## src/rtl/linear_layer_q_ctrl_pkg.sv

```systemverilog
// Shared control types and default widths for the linear-layer start-token readers.
package linear_layer_q_ctrl_pkg;

  typedef enum logic {
    S_IDLE  = 1'b0,
    S_START = 1'b1
  } q_state_e;

  localparam int DEF_DATA_WIDTH      = 1;
  localparam int DEF_MAX_OUTSTANDING = 2;
  localparam int DEF_CNT_WIDTH       = 16;

  // Bits needed to hold 0..max inclusive.
  function automatic int cnt_bits(input int max);
    return (max < 2) ? 1 : $clog2(max + 1);
  endfunction

endpackage

```

## src/rtl/linear_layer_q_outstanding_cnt.sv

```systemverilog
// Up/down count of PE iterations started but not yet done, with admission and underflow.
module linear_layer_q_outstanding_cnt
  import linear_layer_q_ctrl_pkg::*;
#(
  parameter int MAX_OUTSTANDING = DEF_MAX_OUTSTANDING
) (
  input  logic clk,
  input  logic rst_n,
  input  logic start_hs,
  input  logic done,
  output logic room,
  output logic nz_next,
  output logic err_underflow
);

  localparam int OW = cnt_bits(MAX_OUTSTANDING);
  localparam logic [OW:0] MAX_V = (OW+1)'(MAX_OUTSTANDING);

  logic [OW-1:0] outstanding;
  logic [OW:0]   nxt;
  logic          underflow;

  assign underflow = done & ~start_hs & (outstanding == '0);

  // A done against an empty count is flagged, never allowed to wrap the count.
  always_comb begin
    nxt = {1'b0, outstanding};
    if (start_hs && !done)
      nxt = nxt + (OW+1)'(1);
    else if (done && !start_hs && outstanding != '0)
      nxt = nxt - (OW+1)'(1);
  end

  assign room    = (nxt < MAX_V);
  assign nz_next = (nxt != '0);

  always_ff @(posedge clk) begin
    if (!rst_n) begin
      outstanding   <= '0;
      err_underflow <= 1'b0;
    end else begin
      outstanding <= nxt[OW-1:0];
      if (underflow) err_underflow <= 1'b1;
    end
  end

endmodule

```

## src/rtl/linear_layer_i4xi4_q_start_token_reader.sv

```systemverilog
// Pops start tokens from a FIFO and issues ap_ctrl_hs starts to a PE, bounded by outstanding work.
module linear_layer_i4xi4_q_start_token_reader
  import linear_layer_q_ctrl_pkg::*;
#(
  parameter int DATA_WIDTH      = DEF_DATA_WIDTH,
  parameter int MAX_OUTSTANDING = DEF_MAX_OUTSTANDING,
  parameter int CNT_WIDTH       = DEF_CNT_WIDTH
) (
  input  logic                  ap_clk,
  input  logic                  ap_rst_n,
  input  logic                  if_empty_n,
  output logic                  if_read,
  input  logic [DATA_WIDTH-1:0] if_dout,
  output logic                  pe_ap_start,
  input  logic                  pe_ap_ready,
  input  logic                  pe_ap_done,
  output logic [DATA_WIDTH-1:0] pe_token,
  output logic                  busy,
  output logic [CNT_WIDTH-1:0]  done_count,
  output logic                  err_underflow
);

  q_state_e state, state_nxt;
  logic     start_hs, room, nz_next;

  assign pe_ap_start = ap_rst_n & (state == S_START);
  assign start_hs    = pe_ap_start & pe_ap_ready;

  // Pop only when the held token is free (idle, or leaving this cycle) and the count admits it.
  assign if_read = ap_rst_n & if_empty_n & room & ((state == S_IDLE) | start_hs);

  always_comb begin
    state_nxt = state;
    if (if_read)       state_nxt = S_START;
    else if (start_hs) state_nxt = S_IDLE;
  end

  linear_layer_q_outstanding_cnt #(
    .MAX_OUTSTANDING(MAX_OUTSTANDING)
  ) u_cnt (
    .clk          (ap_clk),
    .rst_n        (ap_rst_n),
    .start_hs     (start_hs),
    .done         (pe_ap_done),
    .room         (room),
    .nz_next      (nz_next),
    .err_underflow(err_underflow)
  );

  always_ff @(posedge ap_clk) begin
    if (!ap_rst_n) begin
      state      <= S_IDLE;
      pe_token   <= '0;
      done_count <= '0;
      busy       <= 1'b0;
    end else begin
      state <= state_nxt;
      if (if_read)    pe_token   <= if_dout;
      if (pe_ap_done) done_count <= done_count + CNT_WIDTH'(1);
      busy <= (state_nxt == S_START) | nz_next;
    end
  end

endmodule
```

## config.mk

```make
export PLATFORM = sky130hd
export DESIGN_NAME = linear_layer_i4xi4_q_start_token_reader
export DESIGN_NICKNAME = d
export VERILOG_FILES = /design/src/rtl/linear_layer_q_ctrl_pkg.sv /design/src/rtl/linear_layer_q_outstanding_cnt.sv /design/src/rtl/linear_layer_i4xi4_q_start_token_reader.sv
export SDC_FILE = /design/constraint.sdc
export NUM_CORES = 1
export LEC_CHECK = 0
export BUFFER_PORTS_ARGS = -buffer_cell sky130_fd_sc_hd__buf_2
export CORE_MARGIN = 3
export CORE_UTILIZATION = 26
export CTS_CLUSTER_DIAMETER = 60
export DETAILED_ROUTE_END_ITERATION = 7
export SYNTH_ARGS = -nofsm -noshare
export SYNTH_HDL_FRONTEND = slang
export SYNTH_HIERARCHICAL = 1
export SYNTH_SLANG_ARGS = --single-unit
```

## constraint.sdc

```tcl
create_clock -name ap_clk -period 3.2 [get_ports ap_clk]
set_input_delay 0.16 -clock ap_clk [delete_from_list [all_inputs] [get_ports ap_clk]]
set_output_delay 0.16 -clock ap_clk [all_outputs]
set_load 0.005 [all_outputs]
```

Yosys cells after proc, flatten, opt, wreduce, memory -nomap -nowiden
Cells that the tools add are included.
{ "word_totals": {"register_bits": 22, "inputBits": 6, "output_inout_bits": 21, "wordCells": 33} }
{ "op_classes": {"add_sub_neg": 3, "magnitude_cmp": 1, "n_mux": 4, "bitwise_logic": 11, "n_reduce_logical": 8} }
{ "ops": {"columns": ["operator", "count"], "rows": [
  ["16-bit by 1-bit adder with 16-bit output, second input constant", 1],
  ["1-bit bitwise AND", 7],
  ["3-bit two-way mux", 2],
  ["2-bit by 1-bit adder with 3-bit output, second input constant", 1],
  ["1-bit logical AND", 3],
  ["3-bit by 2-bit < comparator with 1-bit output, second input constant", 1],
  ["3-bit nonzero test", 1],
  ["2-bit by 1-bit subtractor with 3-bit output, second input constant", 1],
  ["1-bit zero test", 2],
  ["2-bit zero test", 1],
  ["1-bit two-way mux", 2],
  ["1-bit NOT", 2],
  ["1-bit OR", 2],
  ["2-bit nonzero test", 1]
]} }

Logic depth before layout (Yosys ltp)
Gate-level depths: netlist (run 1).
{ "depth": {"word_depth": 12, "mapped_depth": 8, "ltp_nobuf": 8} }

Cells and area by module
Netlist (run 1), hierarchy kept.
{ "modules_own_cells": {"columns": ["module", "n_inst", "cells_each", "area_per_inst_um2", "seq_area_each_um2"], "rows": [
  ["linear_layer_i4xi4_q_start_token_reader", 1, 102, 967.2, 380.4],
  ["linear_layer_q_outstanding_cnt", 1, 23, 215.2, 60.1]
]} }

Worst setup path before layout (run 1)
Ideal clock, no wire load.
{ "synth_timing": {"path_kind": "register to register", "start": "reg u_cnt.outstanding[0]", "end": "reg pe_token", "setup_time_ns": 0.116, "t_arrival_ns": 1.675, "required_time_ns": 3.084, "slack_ns": 1.409, "stages_incl_launch_ff": 9, "path_cell_list": "dfxtp_1 -> inv_1 -> ha_1 -> nand2b_1 -> a221o_1 -> and3_1 -> and4_1 -> mux2i_1 -> nor2b_1"} }
{ "synth_via": {"elab_chain_cells": 7, "word_cells_on_any_way": 9} }
{ "synth_rtl": {"columns": ["element", "line", "rtl"], "rows": [
  ["start: declaration", "linear_layer_q_outstanding_cnt.sv:19", "logic [OW-1:0] outstanding;"],
  ["start signal: assignment", "linear_layer_q_outstanding_cnt.sv:42", "outstanding <= nxt[OW-1:0];"],
  ["branches (longest 3 deep; another with 2-bit by 1-bit subtractor with 3-bit output)", null, null],
  ["3-bit two-way mux (*)", "linear_layer_q_outstanding_cnt.sv:28", "if (start_hs && !done)"],
  ["3-bit by 2-bit < comparator with 1-bit output (*)", "linear_layer_q_outstanding_cnt.sv:34", "assign room = (nxt < MAX_V);"],
  ["via room", "linear_layer_i4xi4_q_start_token_reader.sv:24", "logic start_hs, room, nz_next;"],
  ["1-bit bitwise AND (*) (2 in a row)", "linear_layer_i4xi4_q_start_token_reader.sv:30", "assign if_read = ap_rst_n & if_empty_n & room & ((state == S_IDLE) | start_hs);"],
  ["via if_read", "linear_layer_i4xi4_q_start_token_reader.sv:12", "output logic if_read,"],
  ["end signal: assignment", "linear_layer_i4xi4_q_start_token_reader.sv:58", "if (if_read) pe_token <= if_dout;"],
  ["end: declaration", "linear_layer_i4xi4_q_start_token_reader.sv:17", "output logic [DATA_WIDTH-1:0] pe_token,"]
]} }
Mark *: on every way through the listed nets, which the timed path passes.
A chain may end at the register's enable or synchronous reset.

Worst setup path after layout (run 1)
{ "layout_timing": {"start": "reg u_cnt.outstanding[0]", "end": "out if_read"} }
{ "layout_via": {"elab_chain_cells": 7, "word_cells_on_any_way": 9} }
{ "layout_rtl": {"columns": ["element", "line"], "rows": [
  ["branches (longest 3 deep; another with 2-bit by 1-bit subtractor with 3-bit output)", null],
  ["3-bit two-way mux (*)", "linear_layer_q_outstanding_cnt.sv:28"],
  ["3-bit by 2-bit < comparator with 1-bit output (*)", "linear_layer_q_outstanding_cnt.sv:34"],
  ["via room", "linear_layer_i4xi4_q_start_token_reader.sv:24"],
  ["1-bit bitwise AND (*) (2 in a row)", "linear_layer_i4xi4_q_start_token_reader.sv:30"],
  ["end: declaration", "linear_layer_i4xi4_q_start_token_reader.sv:12"]
]} }
Marked as above.

==> results of run 1 <==
==> layout by cell type (no fill, tap or decap) <==
cell type and instances:
buf_2 26, dfxtp_1 22, and2_1 11, nand2_1 9, xor2_1 6, inv_1 5, nand2b_1 4, nand4_1 4
xnor2_1 4, nand3_1 4, nor2_1 4, ha_1 4, and3_1 3, nor3_2 3, nor3_1 3, a21boi_1 3
mux2i_1 3, nor2b_1 3, o21a_1 3, clkbuf_8 3, nand3_2 2, o21ai_0 2, or3_1 2, a21oi_1 2
nor3b_1 2, and4_1 1, nand4_4 1, nor4_2 1, nor4_4 1, a21boi_0 1, a21o_1 1, nand4b_1 1
a221o_1 1, o221ai_1 1, a22oi_1 1, o2111ai_1 1, and3b_2 1
==> final cells by class <==
type	instances	area share
sequential	22	0.320
inverter	5	0.0136
tap	50	0.0455
clock buffer	3	0.0300
multi-input combinational	93	0.496
timing repair buffer	26	0.0945
==> layer usage <==
layer / global-route usage / vias to the layer above / wire [microns]
met5: 0 / - / 0
met4: 0.0181 / 0 / 15
li1: - / 485 / -
met2: 0.136 / 21 / 1020
met1: 0.117 / 421 / 1130
met3: 0.0246 / 2 / 103
==> power breakdown <==
group	switching [W]	internal, W
Sequential	0.0000148	0.000293
Clock	0.0000843	0.0000838
Combinational	0.0000520	0.0000553
==> worst max-delay path: cells and delay by family, from the launching register on <==
kind            cells  cell delay, ns
simple gates        3            0.54
flops               1            0.40
compound gates      1            0.39
fa+ha+maj           1            0.22
buf+inv             2            0.21
==> through the flow <==
stage / instance area, sq um / utilization / setup WS (ns) / instances
CTS: 1380 / 0.328 / 1.02 / 199
finish: 1380 / 0.328 / 1.02 / 199
detailed placement: 1340 / 0.318 / 1.21 / 196
global route: 1380 / 0.328 / 0.928 / 199
floorplan: 1180 / - / 1.41 / 125
global placement: 1340 / 0.318 / 1.25 / 196
==> state kept, by name, summed over array words and instances (netlist names) <==
register	count
busy	1
done_count	16
pe_token	1
state	1
u_cnt/err_underflow	1
u_cnt/outstanding	2
==> logic make-up (layout without fill, tap and decap cells) <==
family                     count (synthesis)  in the layout  share of synthesized area
xor gates and xnor gates                  10             10                     0.0741
muxes                                      3              3                     0.0254
adders and majority gates                  4              4                     0.0423
buffers and inverters                     10             34                     0.0497
DFF                                       22             22                      0.372
AOI/OAI and AO/OA                         16             16                     0.0974
and+or+nand+nor                           60             60                      0.339
==> worst min path at each step <==
stage          startpoint  depth (start not counted)  slack (ns)                  end
2_1_floorplan    ap_rst_n                          1        0.28  u_cnt/err_underflow
3_3_place_gp      if_dout                          3        0.42             pe_token
3_5_place_dp      if_dout                          3        0.43             pe_token
4_1_cts           if_dout                          3        0.15             pe_token
5_1_grt           if_dout                          3        0.19             pe_token
6_report          if_dout                          3        0.16             pe_token
==> run summary, run 1 <==
Clk root buf: clkbuf_8
Worst vdd ir: 306 uV
Via count: 929
Ant diodes: 0
Fin nets: 161
Critical Path Start Type: flip-flop
Final min period: 2.18 ns
Initial drt markers: 58
Top_reg_cell synth: dfxtp_1
Synth warn: 6
Final Hold Viols: 0
Die Y: 73.4 microns
I/O pins: 27
Num Clock Sinks: 22
Post-DP HPWL: 1670 microns
Crit path from: u_cnt/outstanding[0]
Slew HR: 0.744
Initial Util: 0.281
Worst Skew: 0.00165 ns
Area of the multi-input gates: 683 sq um
Clock buffer depth: 2
Max-cap violations: 0
First-pass GRT wire length: 3710 microns
Endpoints failing setup: 0
Port Buf Inserts: 26
Commonest cells post-synth: dfxtp_1, and2_1, nand2_1
Post-CTS setup buffers: 0
Initial antenna violation count: 0
Post-Syn Area: 1180 sq um
Seq/Total Area, Yosys: 0.372
Clock-pin transition on the worst setup and hold timing paths: 0.08 ns
Worst r2r dst: pe_token
Die area: 5390 sq um
Vias/cell: 4.67
R2r worst-path depth: 8
Count leader, synth: dfxtp_1
# hold bufs at CTS: 0
Pleak: 0.606 nW
Share of the synthesized area in the top cell type: 0.372
Status: finished clean
CTS H-tree lvls: 1
Worst EP required: 3.04 ns
Worst Hold Class: input pin to flip-flop
Sequential cell area: 440 sq um
Seq cells post-synth: 22
Cell Pwr Density: 424 nW/um^2
Setup TNS: 0 ns
CP Max Fanout: 4
GP Congestion: 0.702
Crit path DAT: 2.02 ns
Cell count after synthesis: 125
Max incr delay on CP: 0.40 ns
Synthesis-to-finish area growth: 16.4%
CP Capture Point: if_read
Max-slew violation count: 0
Reg-to-reg startpoint: u_cnt/outstanding[0]
CP Capture Type: output pin
CTS tree: built
Largest net degree at the start of global routing: 28
Worst R2R Setup Slack: 1.27 ns
Top cells by area, synth: dfxtp_1, and2_1, xor2_1
CORE AREA: 4200 sq um
Routed WL: 2260 microns
Drt wl/cell: 11.4 microns
ANT nets after route: 0
Drc violations: 0
Row Count: 23
Number of global-route vias before repair: 807
Worst slew pin tran: 0.384 ns
Pre-Repair DR Iteration Count: 4
CP Cell Sequence: inv_1, ha_1, nand2b_1, a221o_1, and3_1, and4_1, buf_2
CTS Buf Count: 3
Fillers: 434
Post-synth EDFFs: 0
Worst skew pair latency: 0.26 ns
Total Routing Usage GR: 0.0862
Critical path type: flip-flop to output pin
Layout cells sized above 1: 0.255
Crit-path slowest cell: dfxtp_1
Area leader, netlist: dfxtp_1
Cell variety after synth: 39
Die width: 73.4 microns
Async S/R FF share, synth: 0
Final Power: 0.000583 W
Syn nets: 135
Max Fclk: 460 MHz
RSZ-0062 raised after global routing: no
Avg Synthesized Cell Area: 9.46 sq um
Fin crit share: 0.680
Post_cts resized: 0
Min Hold Slack: 0.161 ns
Grt total ovfl: 0
No activity file was read; power rests on OpenSTA's default activity.
==> run 2: changes to the inputs <==
Clock period 3.2 ns to 2.1 ns, I/O delays scaled along.
==> run 2 against run 1 <==
Effect of this change:
- wire length rose by 3.4%
- largest power group unchanged
- sequential share of layout area fell by 0.91 points
- utilization grew 1.3 points
- global-route usage rose by 0.40 points
- clock-buffer cell count is the same
- cell area is 4.1% higher
- largest cell class unchanged
- register-to-register slack worse by 0.99 ns
==> run summary, run 2 (synthesis results as in run 1) <==
Placed Cells incl. Taps: 198
Max-slew violation count: 0
Finished Layout Cells: 202
Clk root buf: clkbuf_8
Worst skew pair latency: 0.26 ns
Pre-Repair DR Iteration Count: 4
Hold_sp: if_dout
CTS Buf Count: 3
Clock-pin transition on the worst setup and hold timing paths: 0.08 ns
I/O pins: 27
Initial antenna violation count: 0
Sw frac: 0.267
Largest net degree at the start of global routing: 27
Worst EP required: 2.00 ns
Max Fclk: 495 MHz
Critical Path Start Type: flip-flop
P_sw: 0.000250 W
Layout cells sized above 1: 0.316
Final min period: 2.02 ns
Vias/cell: 4.74
Largest register FFs: 16
Die area: 5390 sq um
Reg-to-reg startpoint: u_cnt/outstanding[1]
CTS tree: built
Most common cell after layout, fill and taps aside: buf_2
Initial Util: 0.281
First-pass GRT wire length: 3880 microns
Die Y: 73.4 microns
# hold bufs at CTS: 0
Slew HR: 0.762
Fin nets: 164
GP Congestion: 0.697
Clock buffer depth: 2
Fillers: 450
Pleak: 0.632 nW
Internal power: 0.000684 W
Final cell area excluding filler cells: 1430 sq um
Grt total ovfl: 0
Met3 global-route usage: 0.0287
Endpoints failing setup: 0
Critical path type: flip-flop to output pin
Worst Hold Class: input pin to flip-flop
Worst r2r dst: pe_token
Ant diodes: 0
Hold Crit Depth: 3
Row Count: 23
Worst vdd ir: 245 uV
Drc violations: 0
Fin crit share: 0.961
CP Max Fanout: 4
R2r worst-path depth: 8
Number of global-route vias before repair: 878
Setup TNS: 0 ns
GR Util met2: 0.152
Max-cap violations: 0
CORE AREA: 4200 sq um
Worst slew pin tran: 0.358 ns
Reg with most FFs: done_count
ANT nets after route: 0
Worst Skew: 0.00140 ns
Via count: 957
Post-DP HPWL: 1660 microns
GR met1 Demand/Resource: 0.113
Crit path DAT: 1.91 ns
Routed WL: 2340 microns
Clock group share of total power: 0.284
Logic pwr share: 0.214
Port Buf Inserts: 26
Status: finished clean
Cell Pwr Density: 652 nW/um^2
CTS H-tree lvls: 1
Worst R2R Setup Slack: 0.28 ns
Min Hold Slack: 0.0919 ns
Sequential Power Share: 0.501
CP Capture Type: output pin
Worst hold endpoint: pe_token
Dpl cell area: 1350 sq um
Grt peak-use layer: met2
Total Routing Usage GR: 0.0902
Commonest non-fill, non-tap cells in the layout: buf_2, dfxtp_1, and2_1
Drt wl/cell: 11.6 microns
Top flop regs: done_count x16, u_cnt/outstanding x2
Initial drt markers: 44
Num Clock Sinks: 22
Synthesis-to-finish area growth: 21.2%
Final Hold Viols: 0
Die width: 73.4 microns
## run 2: stage by stage
stage / power (W) / util / setup WS [ns]
after CTS: 0.000924 / 0.332 / 0.0277
after floorplan: 0.000594 / - / 0.309
after detailed placement: 0.000648 / 0.321 / 0.213
after global routing: 0.000997 / 0.341 / -0.00807
final: 0.000934 / 0.341 / 0.0814
after global placement: 0.000650 / 0.321 / 0.237
## run 2: power groups by stage
| stage | Clock, W | Sequential [W] | Combinational (W) |
|---|---|---|---|
| 2_1_floorplan | 0 | 0.000476 | 0.000118 |
| 3_3_place_gp | 0 | 0.000475 | 0.000175 |
| 6_report | 0.000265 | 0.000468 | 0.000200 |
| 5_1_grt | 0.000298 | 0.000475 | 0.000224 |
| 3_5_place_dp | 0 | 0.000474 | 0.000174 |
| 4_1_cts | 0.000281 | 0.000467 | 0.000175 |
## run 2: cell type report
| class | instances | area [sq um] | share of cell area |
|---|---|---|---|
| Clock buffer | 3 | 41.3 | 0.0288 |
| Sequential cell | 22 | 445 | 0.311 |
| Multi-Input combinational cell | 93 | 712 | 0.497 |
| Timing Repair Buffer | 29 | 153 | 0.107 |
| Tap cell | 50 | 62.6 | 0.0437 |
| Inverter | 5 | 18.8 | 0.0131 |
## run 2: worst max path at each step
stage / from / endpoint / slack, ns
after floorplan: u_cnt/outstanding[0] / pe_token / 0.31
after global placement: u_cnt/outstanding[1] / pe_token / 0.24
after detailed placement: u_cnt/outstanding[0] / pe_token / 0.21
after CTS: u_cnt/outstanding[0] / if_read / 0.03
after global routing: u_cnt/outstanding[1] / if_read / -0.008
final: u_cnt/outstanding[1] / if_read / 0.08
## run 2: what timing repair did
item | 4_1_cts | 5_1_grt
buffers inserted | 0 | 1
pin swaps | 0 | 1
resized for setup | 2 | 7
endpoints found under the setup margin | 1 | 1
## run 2: worst max-delay path, stage by stage, from the launching register on
cell and delay (ns):
dfxtp_4 0.36, inv_1 0.07, ha_2 0.19, nand2b_4 0.15, a221o_1 0.36, and3_1 0.17, and4_1 0.21, buf_2 0.13
## run 2: per-layer routing
layer	share of wire	wire length, microns
met4	0.0060	14
met1	0.45	1050
met2	0.50	1170
met5	0	0
met3	0.045	105
==> run 3: changes to the inputs <==
Settings changed: ABC_AREA set to 1.
==> run 3 against run 2 <==
Effect of this change:
- clock-buffer cell count up 1
- worst setup slack gained 0.097 ns
- synthesized area unchanged
- synthesized cell count is 34% higher
- sequential power is 4% lower
- clock power is 15% higher
- power shrank 4.7%
- combinational power shrank 33%
- largest cell class unchanged
- largest power group unchanged
- highest routed layer unchanged
==> run summary, run 3 <==
Die width: 73.4 microns
Post-synth EDFFs: 0
Critical path type: flip-flop to output pin
Number of global-route vias before repair: 999
Pleak: 0.639 nW
Largest net degree at the start of global routing: 19
Cell count after synthesis: 167
Total Routing Usage GR: 0.102
Via count: 1072
Clock buffer depth: 2
Max-slew violation count: 0
Status: finished clean
Synth warn: 6
Worst skew pair latency: 0.26 ns
First-pass GRT wire length: 4240 microns
Post-DP HPWL: 1940 microns
Share of the synthesized area in the top cell type: 0.372
Synthesis-to-finish area growth: 20.1%
Crit-path slowest cell: dfxtp_1
Slew HR: 0.793
Reg with most FFs: done_count
Cell Pwr Density: 627 nW/um^2
Post-Syn Area: 1180 sq um
Max incr delay on CP: 0.37 ns
Most common cell after layout, fill and taps aside: nand2_1
CTS Buf Count: 3
Post-CTS setup buffers: 0
P_sw: 0.000229 W
Drc violations: 0
Top_reg_cell synth: dfxtp_1
Seq cells post-synth: 22
Hold Crit Depth: 3
Grt total ovfl: 0
Count leader, synth: nand2_1
WP buf/inv: 3
Logic pwr share: 0.152
Worst hold endpoint: pe_token
Layout cells sized above 1: 0.256
R2r worst-path depth: 12
CP Cell Sequence: inv_1, ha_1, inv_2, nand3_2, nand2_1, nand2_1, nand2_1, and3_1, nand3_1, nor2_1, buf_2
Crit path DAT: 1.82 ns
Worst r2r dst: pe_token
Critical Path Start Type: flip-flop
CORE AREA: 4200 sq um
Reg-to-reg startpoint: u_cnt/outstanding[0]
Area leader, netlist: dfxtp_1
Worst Skew: 0.00167 ns
Sw frac: 0.257
CP most frequent cell: nand2_1
Final Power: 0.000891 W
CP Capture Type: output pin
Setup TNS: 0 ns
ANT nets after route: 0
Ant diodes: 0
Clock-pin transition on the worst setup and hold timing paths: 0.08 ns
Worst Hold Class: input pin to flip-flop
Worst R2R Setup Slack: 0.46 ns
Routed WL: 2510 microns
CP Max Fanout: 3
# hold bufs at CTS: 0
Worst slew pin tran: 0.309 ns
Syn nets: 177
Post-Route Utilization: 0.338
Avg Synthesized Cell Area: 7.08 sq um
Max Fclk: 520 MHz
Fin crit share: 0.915
Crit path max-delay family: simple AND/OR/NAND/NOR gates
Initial Util: 0.281
Clock group share of total power: 0.342
Largest register FFs: 16
Top cells by area, synth: dfxtp_1, nand2_1, nor2_1
I/O pins: 27
Worst vdd ir: 214 uV
Pre-Repair DR Iteration Count: 4
Vias/cell: 4.38
Die area: 5390 sq um
Async S/R FF share, synth: 0
Sequential Power Share: 0.506
Post_cts resized: 0
Max-cap violations: 0
Cell variety after synth: 28
Num Clock Sinks: 22
Hold_sp: if_dout
RSZ-0062 raised after global routing: no
Finished Layout Cells: 245
CTS H-tree lvls: 1
Clk root buf: clkbuf_8
Endpoints failing setup: 0
Fin nets: 206
Row Count: 23
Initial antenna violation count: 0
Placed Cells incl. Taps: 241
CTS tree: built
Fillers: 455
Final min period: 1.92 ns
Die Y: 73.4 microns
Commonest cells post-synth: nand2_1, nor2_1, dfxtp_1
Drt wl/cell: 10.3 microns
Initial drt markers: 62
Commonest non-fill, non-tap cells in the layout: nand2_1, buf_2, nor2_1
Top flop regs: done_count x16, u_cnt/outstanding x2
Seq/Total Area, Yosys: 0.372
Port Buf Inserts: 26
Worst EP required: 2.00 ns
GP Congestion: 0.791
Final Hold Viols: 0
Internal power: 0.000662 W
-- run 3: how the worst max path moves through the flow --
| stage | start | to | slack [ns] | depth (start not counted) |
|---|---|---|---|---|
| CTS | u_cnt/outstanding[0] | if_read | 0.16 | 11 |
| detailed placement | u_cnt/outstanding[0] | pe_token | 0.45 | 12 |
| global placement | u_cnt/outstanding[0] | if_read | 0.47 | 11 |
| global route | u_cnt/outstanding[0] | if_read | 0.004 | 11 |
| finish | u_cnt/outstanding[0] | if_read | 0.18 | 11 |
| floorplan | ap_rst_n | pe_token | 0.46 | 14 |
-- run 3: cell type report --
class / instances / area (sq um) / share of cell area
multi-input cells: 118 / 634 / 0.447
flip-flops and latches: 22 / 440 / 0.310
repair buffers: 27 / 138 / 0.0969
inverters: 24 / 90.1 / 0.0634
well taps: 50 / 62.6 / 0.0441
clock buffers: 4 / 55.1 / 0.0388
-- run 3: worst reg2reg max path, delay by kind of cell (launching register included) --
family                     cells  cell delay (ns)
AOI/OAI and AO/OA              1             0.07
adders and majority gates      1             0.22
buffers and inverters          2             0.15
DFF                            1             0.37
and+or+nand+nor                8             0.77
-- run 3: logic make-up after synthesis --
kind of cell / synth area share
simple gates: 0.388
fa+ha+maj: 0.0423
xor+xnor: 0.0222
compound gates: 0.0836
flops: 0.372
buf+inv: 0.0910
-- run 3: per-layer routing --
layer / vias up / routed length (microns) / GRT usage
met3: 5 / 84 / 0.0123
met1: 466 / 1190 / 0.118
li1: 583 / - / -
met2: 18 / 1170 / 0.177
met5: - / 0 / 0
met4: 0 / 65 / 0.0604
-- run 3: power by group through the flow --
stage               Combinational, W  Clock, W  Sequential, W
global route                0.000158  0.000331       0.000454
CTS                         0.000139  0.000320       0.000451
global placement            0.000138         0       0.000460
floorplan                  0.0000955         0       0.000460
detailed placement          0.000138         0       0.000461
finish                      0.000135  0.000305       0.000450
-- run 3: metrics by stage --
step / area, sq um / worst slack [ns] / hold WS, ns
2_1_floorplan: 1180 / 0.465 / 0.247
3_3_place_gp: 1370 / 0.467 / 0.342
3_5_place_dp: 1370 / 0.452 / 0.370
4_1_cts: 1420 / 0.161 / 0.0888
5_1_grt: 1420 / 0.00395 / 0.123
6_report: 1420 / 0.178 / 0.0891
